==> src/rtl/rotr_arbiter_if.sv <==
// rotr_arbiter_if: requester A/B and result valid/ready bundle.
// master drives requests and consumes results; slave is the arbiter.
interface rotr_arbiter_if #(
  parameter int WIDTH = 8
);
  localparam int SHW = $clog2(WIDTH);

  logic             a_valid;
  logic             a_ready;
  logic [WIDTH-1:0] a_data;
  logic [SHW-1:0]   a_amt;

  logic             b_valid;
  logic             b_ready;
  logic [WIDTH-1:0] b_data;
  logic [SHW-1:0]   b_amt;

  logic             res_valid;
  logic             res_ready;
  logic [WIDTH-1:0] res_data;
  logic             res_id;

  modport master (
    output a_valid,
    output a_data,
    output a_amt,
    input  a_ready,
    output b_valid,
    output b_data,
    output b_amt,
    input  b_ready,
    input  res_valid,
    input  res_data,
    input  res_id,
    output res_ready
  );

  modport slave (
    input  a_valid,
    input  a_data,
    input  a_amt,
    output a_ready,
    input  b_valid,
    input  b_data,
    input  b_amt,
    output b_ready,
    output res_valid,
    output res_data,
    output res_id,
    input  res_ready
  );
endinterface

==> src/rtl/rotr_arbiter.sv <==
// rotr_arbiter: round-robin share of one right-rotate unit by two requesters.
// Define ROTR_ARB_CNT_EN to add 8-bit accept counters cnt_a/cnt_b.
module rotr_arbiter #(
  parameter int WIDTH = 8
) (
  input  logic          clk,
  input  logic          rst_n,
  rotr_arbiter_if.slave bus
`ifdef ROTR_ARB_CNT_EN
  ,
  output logic [7:0]    cnt_a,
  output logic [7:0]    cnt_b
`endif
);

  localparam int SHW = $clog2(WIDTH);

  localparam logic [0:0] EMPTY = 1'b0;
  localparam logic [0:0] FULL  = 1'b1;

  logic             last_gnt;
  logic             gnt_a;
  logic             gnt_b;
  logic             can_load;
  logic             load_a;
  logic             load_b;
  logic             load;
  logic             sel_id;
  logic [WIDTH-1:0] sel_data;
  logic [SHW-1:0]   sel_amt;
  logic [WIDTH-1:0] rot_data;
  logic [0:0]       state;
  logic [0:0]       state_nxt;

  function automatic logic [WIDTH-1:0] rotr(
    input logic [WIDTH-1:0] d,
    input logic [SHW-1:0]   k
  );
    logic [2*WIDTH-1:0] dd;
    dd = {d, d} >> k;
    return dd[WIDTH-1:0];
  endfunction

  // Buffer occupancy is the FSM state.
  assign state = bus.res_valid;

  always_comb begin
    gnt_a = 1'b0;
    gnt_b = 1'b0;
    unique case (1'b1)
      bus.a_valid && !bus.b_valid: gnt_a = 1'b1;
      !bus.a_valid && bus.b_valid: gnt_b = 1'b1;
      bus.a_valid && bus.b_valid: begin
        gnt_a = last_gnt;
        gnt_b = !last_gnt;
      end
      default: ;
    endcase
  end

  assign can_load = !bus.res_valid || bus.res_ready;

  assign bus.a_ready = can_load && gnt_a && rst_n;
  assign bus.b_ready = can_load && gnt_b && rst_n;

  assign load_a = bus.a_ready && bus.a_valid;
  assign load_b = bus.b_ready && bus.b_valid;
  assign load   = load_a || load_b;

  assign sel_id   = load_b;
  assign sel_data = load_b ? bus.b_data : bus.a_data;
  assign sel_amt  = load_b ? bus.b_amt : bus.a_amt;
  assign rot_data = rotr(sel_data, sel_amt);

  always_comb begin
    state_nxt = state;
    unique case (state)
      EMPTY: begin
        if (load) state_nxt = FULL;
      end
      FULL: begin
        if (load)
          state_nxt = FULL;
        else if (bus.res_ready)
          state_nxt = EMPTY;
      end
      default: state_nxt = EMPTY;
    endcase
  end

  // last_gnt resets to B so A wins the first contention.
  always_ff @(posedge clk) begin
    if (!rst_n) begin
      bus.res_valid <= 1'b0;
      bus.res_data  <= '0;
      bus.res_id    <= 1'b0;
      last_gnt      <= 1'b1;
    end else begin
      bus.res_valid <= state_nxt;
      if (load) begin
        bus.res_data <= rot_data;
        bus.res_id   <= sel_id;
        last_gnt     <= sel_id;
      end
    end
  end

`ifdef ROTR_ARB_CNT_EN
  always_ff @(posedge clk) begin
    if (!rst_n) begin
      cnt_a <= 8'd0;
      cnt_b <= 8'd0;
    end else begin
      if (load_a) cnt_a <= cnt_a + 8'd1;
      if (load_b) cnt_b <= cnt_b + 8'd1;
    end
  end
`endif

endmodule
==> src/flat_wrapper.sv <==
// flat-port wrapper written by rule: the top's interface ports become plain ports
module rotr_arbiter_flat 
#(
  parameter int WIDTH = 8
)
  (clk, rst_n, bus_a_valid, bus_a_data, bus_a_amt, bus_a_ready, bus_b_valid, bus_b_data, bus_b_amt, bus_b_ready, bus_res_valid, bus_res_data, bus_res_id, bus_res_ready);
  rotr_arbiter_if #(.WIDTH(WIDTH)) bus_i ();
  input  logic clk;
  input  logic rst_n;
  input wire logic [$bits(bus_i.a_valid)-1:0] bus_a_valid;
  input wire logic [$bits(bus_i.a_data)-1:0] bus_a_data;
  input wire logic [$bits(bus_i.a_amt)-1:0] bus_a_amt;
  output wire logic [$bits(bus_i.a_ready)-1:0] bus_a_ready;
  input wire logic [$bits(bus_i.b_valid)-1:0] bus_b_valid;
  input wire logic [$bits(bus_i.b_data)-1:0] bus_b_data;
  input wire logic [$bits(bus_i.b_amt)-1:0] bus_b_amt;
  output wire logic [$bits(bus_i.b_ready)-1:0] bus_b_ready;
  output wire logic [$bits(bus_i.res_valid)-1:0] bus_res_valid;
  output wire logic [$bits(bus_i.res_data)-1:0] bus_res_data;
  output wire logic [$bits(bus_i.res_id)-1:0] bus_res_id;
  input wire logic [$bits(bus_i.res_ready)-1:0] bus_res_ready;
  assign bus_i.a_valid = bus_a_valid;
  assign bus_i.a_data = bus_a_data;
  assign bus_i.a_amt = bus_a_amt;
  assign bus_a_ready = bus_i.a_ready;
  assign bus_i.b_valid = bus_b_valid;
  assign bus_i.b_data = bus_b_data;
  assign bus_i.b_amt = bus_b_amt;
  assign bus_b_ready = bus_i.b_ready;
  assign bus_res_valid = bus_i.res_valid;
  assign bus_res_data = bus_i.res_data;
  assign bus_res_id = bus_i.res_id;
  assign bus_i.res_ready = bus_res_ready;
  rotr_arbiter #(.WIDTH(WIDTH)) u_core (.clk(clk), .rst_n(rst_n), .bus(bus_i));
endmodule
==> config.mk <==
export PLATFORM = sky130hd
export DESIGN_NAME = rotr_arbiter_flat
export DESIGN_NICKNAME = d
export VERILOG_FILES = /design/src/rtl/rotr_arbiter_if.sv /design/src/rtl/rotr_arbiter.sv /design/src/flat_wrapper.sv
export SDC_FILE = /design/constraint.sdc
export NUM_CORES = 1
export LEC_CHECK = 0
export ABC_AREA = 0
export BUFFER_PORTS_ARGS = -buffer_cell sky130_fd_sc_hd__clkbuf_2
export CORE_ASPECT_RATIO = 0.8
export CORE_MARGIN = 2
export CORE_UTILIZATION = 49
export CTS_BUF_LIST = sky130_fd_sc_hd__clkbuf_4
export DETAILED_ROUTE_END_ITERATION = 8
export GPL_ROUTABILITY_DRIVEN = 0
export GPL_TIMING_DRIVEN = 0
export PLACE_DENSITY = 0.8
export SETUP_SLACK_MARGIN = 0.3
export SYNTH_ARGS = -nofsm -noshare
export SYNTH_HDL_FRONTEND = slang
export SYNTH_SLANG_ARGS = --single-unit
export TNS_END_PERCENT = 5
==> constraint.sdc <==
create_clock -name clk -period 1.85 [get_ports clk]
set_clock_uncertainty 0.05 [all_clocks]
set_input_delay 0 -clock clk [delete_from_list [all_inputs] [get_ports clk]]
set_output_delay 0 -clock clk [all_outputs]
set_load 0.01 [all_outputs]
After elaboration in Yosys (flattened, before gate mapping)
Index checks and enable logic that the tools add are counted.

Input port bits: 27. Register bits after elaboration: 11. Word-level logic and storage cells: 29. Output and inout bits: 12.

Bitwise operators: 1. Reductions and logical operators: 15. Multiplexer cells: 8. Shift operators: 1.

Operators with widths (number): >> shifter 16 x 3 -> 8 bit (1); logical AND 1 bit (9); two-way mux 8 bit (1); case mux 1 bit (2 select lines) (3); zero test 1 bit (4); two-way mux 1 bit (3); two-way mux 3 bit (1); logical OR 1 bit (2); inverter 1 bit (1).

Longest topological paths before layout
Depth in word-level cells: 9. Depth in mapped cells: 5.

Worst setup path before layout
OpenSTA, ideal clock, no wires.

Path type: register to register. Start: register u_core.bus.res_valid. End: register u_core.bus.res_data[1]. Cell stages (with the launch flop): 6. Slack: 0.461 ns. Arrival time: 1.203 ns. Cell sequence: dfxtp_1 > nand2b_1 > nand4_1 > inv_2 > mux2i_1 > o221ai_1.

Cells in the longest elaborated chain, start to end: 7.

RTL lines: start: declaration (RTL line rotr_arbiter_if.sv:47) `output res_valid,`; start signal: assignment (RTL line rotr_arbiter.sv:99) `bus.res_valid <= state_nxt;`; zero test 1 bit * (RTL line rotr_arbiter.sv:61) `assign can_load = !bus.res_valid || bus.res_ready;`; logical OR 1 bit * (RTL line rotr_arbiter.sv:61); logical AND 1 bit * (2 in a row) (RTL line rotr_arbiter.sv:64) `assign bus.b_ready = can_load && gnt_b && rst_n;`; net bus_b_ready (RTL line flat_wrapper.sv:17) `output wire logic [$bits(bus_i.b_ready)-1:0] bus_b_ready;`; logical AND 1 bit * (RTL line rotr_arbiter.sv:67) `assign load_b = bus.b_ready && bus.b_valid;`; two-way mux 8 bit or two-way mux 3 bit (tied branches) (RTL line rotr_arbiter.sv:71, rotr_arbiter.sv:72); >> shifter 16 x 3 -> 8 bit (RTL line rotr_arbiter.sv:40) `dd = {d, d} >> k;`; end signal: assignment (RTL line rotr_arbiter.sv:101) `bus.res_data <= rot_data;`; end: declaration (RTL line rotr_arbiter_if.sv:48) `output res_data,`.

Mark *: on every way through the listed nets, which the timed path passes. The rest lies on a longest branch. A chain may end at the register's enable or synchronous reset.

Worst setup path after layout
Start: register u_core.bus.res_valid. End: register u_core.bus.res_data[7].

Cells in the longest elaborated chain, start to end: 7.

RTL lines (RTL line): zero test 1 bit * (rotr_arbiter.sv:61); logical OR 1 bit * (rotr_arbiter.sv:61); logical AND 1 bit (2 in a row) (rotr_arbiter.sv:64); logical AND 1 bit (rotr_arbiter.sv:67); two-way mux 8 bit or two-way mux 3 bit (tied branches) (rotr_arbiter.sv:71, rotr_arbiter.sv:72); >> shifter 16 x 3 -> 8 bit (rotr_arbiter.sv:40).

Mark *: on every way between the ends. The rest lies on a longest branch, timed or not.

==> summary.md <==
| Metric | Value |
|---|---|
| Synthesized area | between 900 and 1000 µm² |
| Number of diodes added for antenna fixing | 0 |
| Cell depth of the worst hold path | 3 |
| Run status | completed |
| Cell type with the highest aggregate area in the netlist | mux2i_1 |
| Depth of the CTS H-tree | 1 |
| Synth area leaders | mux2i_1, dfxtp_1, mux4_1, o221ai_1, nand3_1 |
| Total Die Area | around 2200 µm² |
| Area occupied by multi-input gates | about 650 µm² |
| Kind of end point of the critical path | flip-flop |
| Syn nets | between 100 and 150 |
| Worst reg2reg path depth | 5 |
| Min-delay src | bus_b_amt[2] |
| Total routing resource utilization after global routing | 22.2% |
| Worst EP arrival | around 1.6 ns |
| Synthesis warning total | 0 |
| Post-DRT Antenna Nets | 0 |
| Detailed-routing iteration count for the pre-antenna-repair pass | 4 |
| Share of the yosys chip area belonging to registers | 24.0% |
| Overall die height | around 43 µm |
| Via count | a little over 900 |
| Core footprint | around 1700 µm² |
| Sum of overflow across all layers after global routing | 0 |
| Io pins | 39 |
| Routed length per instance | 16.3 µm |
| Proportion of layout cells with a drive suffix above 1 | 37.7% |
| Critical Path Start Type | flip-flop |
| Power density over the cells | just under 600 nW/µm² |
| Layout-stage area growth over the synthesis result | 28.1% |
| Largest voltage drop on the vdd net | approximately 0.55 mV |
| Number of hold violations in the final report | 0 |
| Initial core utilization | 54.1% |
| Maximum clock rate | about 650 MHz |
| # clock sinks | 11 |
| Final Util | 69.4% |
| Final Max Slew Viols | 0 |
| Deepest clock path buffer count | 2 |
| HPWL Detailed | ~1.8 mm |
| Sequential cell area in the final layout | roughly 220 µm² |
| Total negative setup slack | 0 ns |
| Detail-routed via count per cell | roughly 6.3 |
| Max Cap Violations | 0 |
| Max Fanout on Critical Path | 10 |
| Library cell used as clock root buffer | clkbuf_4 |
| Shortest period the worst path allows | about 1.5 ns |
| Net total in the final layout | 150 |
| TritonCTS clock tree | yes |
| Crit path from | u_core.bus.res_valid$_SDFF_PN0_ |
| Hold Path Class | input pin to flip-flop |
| Final Setup Violations | 0 |
| Fraction of post-synthesis cell area in the top cell type by area | 26.2% |
| Cell count after synthesis | between 80 and 90 |
| Clock-pin slew of the registers on the worst-case setup and hold paths | about 0.070 ns |
| CTS buffer count | 3 |
| Number of input and output port buffers inserted | 34 |
| Worst R2R Start | u_core.bus.res_valid$_SDFF_PN0_ |
| Number of fill cells | approximately 150 |
| WL final | between 2 and 2.5 mm |
| Max transition margin | approximately 61% |
| Setup repair after global routing missed its margin | yes |
| Clock insertion delay at the later pin of the skew report | 0.27 ns |
| Total number of placement rows | 13 |
| Syn Area/Cell | about 11 µm² |
| Static Leakage | about 0.00057 µW |
| Maximum number of pins on one net before global-route repair | 11 |
| #FFs+latches synth | 11 |
| Detailed-route DRC error count | 0 |
| Die width | roughly 52 µm |
| Wire length of the first global-routing pass | 3.70 mm |
| WP data required | about 1.9 ns |
| Initial DRC count | 27 |
| Synth cell types | 19 |
| Number of setup buffers added after CTS | 0 |
| Worst setup path class | flip-flop to flip-flop |
| Antenna violations before repair | 0 |
| Transition time of the tightest slew-check pin | between 0.5 and 0.6 ns |
| Post-route clock period utilization | 83.6% |
| Via count of the first global-routing pass | around 840 |
-- layer usage --
| metal | up-vias | GRT usage (%) | part of all wire (%) |
|---|---|---|---|
| li1 | 426 | - | - |
| met1 | 459 | 27.2 | 43 |
| met2 | 25 | 39.0 | 52 |
| met3 | 2 | 4.58 | 4.6 |
| met4 | 0 | 5.64 | 0.55 |
| met5 | - | 0 | 0 |
-- cells by family after synthesis --
kind of cell           after synthesis  share of synthesized area (%)
muxes                               32                           49.2
AOI/OAI and AO/OA                   13                           12.4
and+or+nand+nor                     16                           8.33
DFF                                 11                           24.0
buffers and inverters               10                           6.01
-- power breakdown --
part / internal (µW) / switching (µW) / total (µW)
combinational: 124 / 130 / 254
clock: 79.9 / 84.3 / 164
sequential: 267 / 15.3 / 282
total: 470 / 230 / 700
-- state kept, by name, indices dropped and copies added, names as in the netlist --
register,count
u_core.bus.res_valid,1
u_core.bus.res_id,1
u_core.bus.res_data,8
u_core.last_gnt,1
-- through the flow --
stage	area (µm²)	instances	setup slack [ns]	power (µW)	hold slack, ns
4_1_cts	1160	144	0.323	697	0.0255
2_1_floorplan	916	82	0.461	439	0.0814
3_3_place_gp	1110	138	0.358	519	0.212
3_5_place_dp	1110	138	0.344	530	0.219
6_report	1170	144	0.304	700	0.0762
5_1_grt	1170	144	0.193	744	0.0880
-- path summary, 6_finish.rpt --
kind	endpoint	slack, ns
min	u_core.bus.res_data[1]$_SDFFE_PN0P_	0.08
max	u_core.bus.res_data[7]$_SDFFE_PN0P_	0.30
max reg2reg	u_core.bus.res_data[7]$_SDFFE_PN0P_	0.30
min reg2reg	u_core.bus.res_id$_SDFFE_PN0P_	0.41
-- area by class of cell --
class | count | share of cell area (%)
multi-input combinational | 61 | 55.4
clock buffer | 3 | 1.92
sequential | 11 | 18.8
timing repair buffer | 36 | 16.2
buffer | 5 | 3.09
clock inverter | 1 | 0.426
tap | 22 | 2.35
inverter | 5 | 1.81
-- what timing repair did --
| action | 4_1_cts | 5_1_grt |
|---|---|---|
| hold endpoints to repair | 2 | 0 |
| resized for setup | 0 | 3 |
| endpoints found under the setup margin | 0 | 9 |
| hold buffers | 2 | 0 |
-- cell usage after synthesis (all sizes together) --
| library cell | instances |
|---|---|
| a21oi | 1 |
| a2bb2oi | 1 |
| a31oi | 1 |
| buf | 5 |
| dfxtp | 11 |
| inv | 5 |
| mux2i | 24 |
| mux4 | 8 |
| nand2 | 4 |
| nand2b | 1 |
| nand3 | 9 |
| nand4 | 1 |
| nor2 | 1 |
| o2111ai | 1 |
| o221ai | 8 |
| o22a | 1 |
-- cell usage in the layout, fill, tap and decap left out, types with 2 or more instances in the layout --
| cell type | count |
|---|---|
| nand3_1 | 9 |
| clkbuf_4 | 3 |
| inv_1 | 4 |
| buf_2 | 2 |
| dlygate4sd3_1 | 2 |
| buf_6 | 2 |
| nand2_1 | 4 |
| clkbuf_2 | 34 |
| mux2i_1 | 23 |
| dfxtp_1 | 11 |
| o221ai_1 | 8 |
| mux4_1 | 8 |
-- worst max-delay path, stage by stage, from the launching register on --
cell,delay [ns]
dfxtp_1,0.31
nand2b_1,0.15
nand4_1,0.23
inv_4,0.22
mux2i_1,0.27
o221ai_1,0.18
No activity file was read; power rests on OpenSTA's default activity.
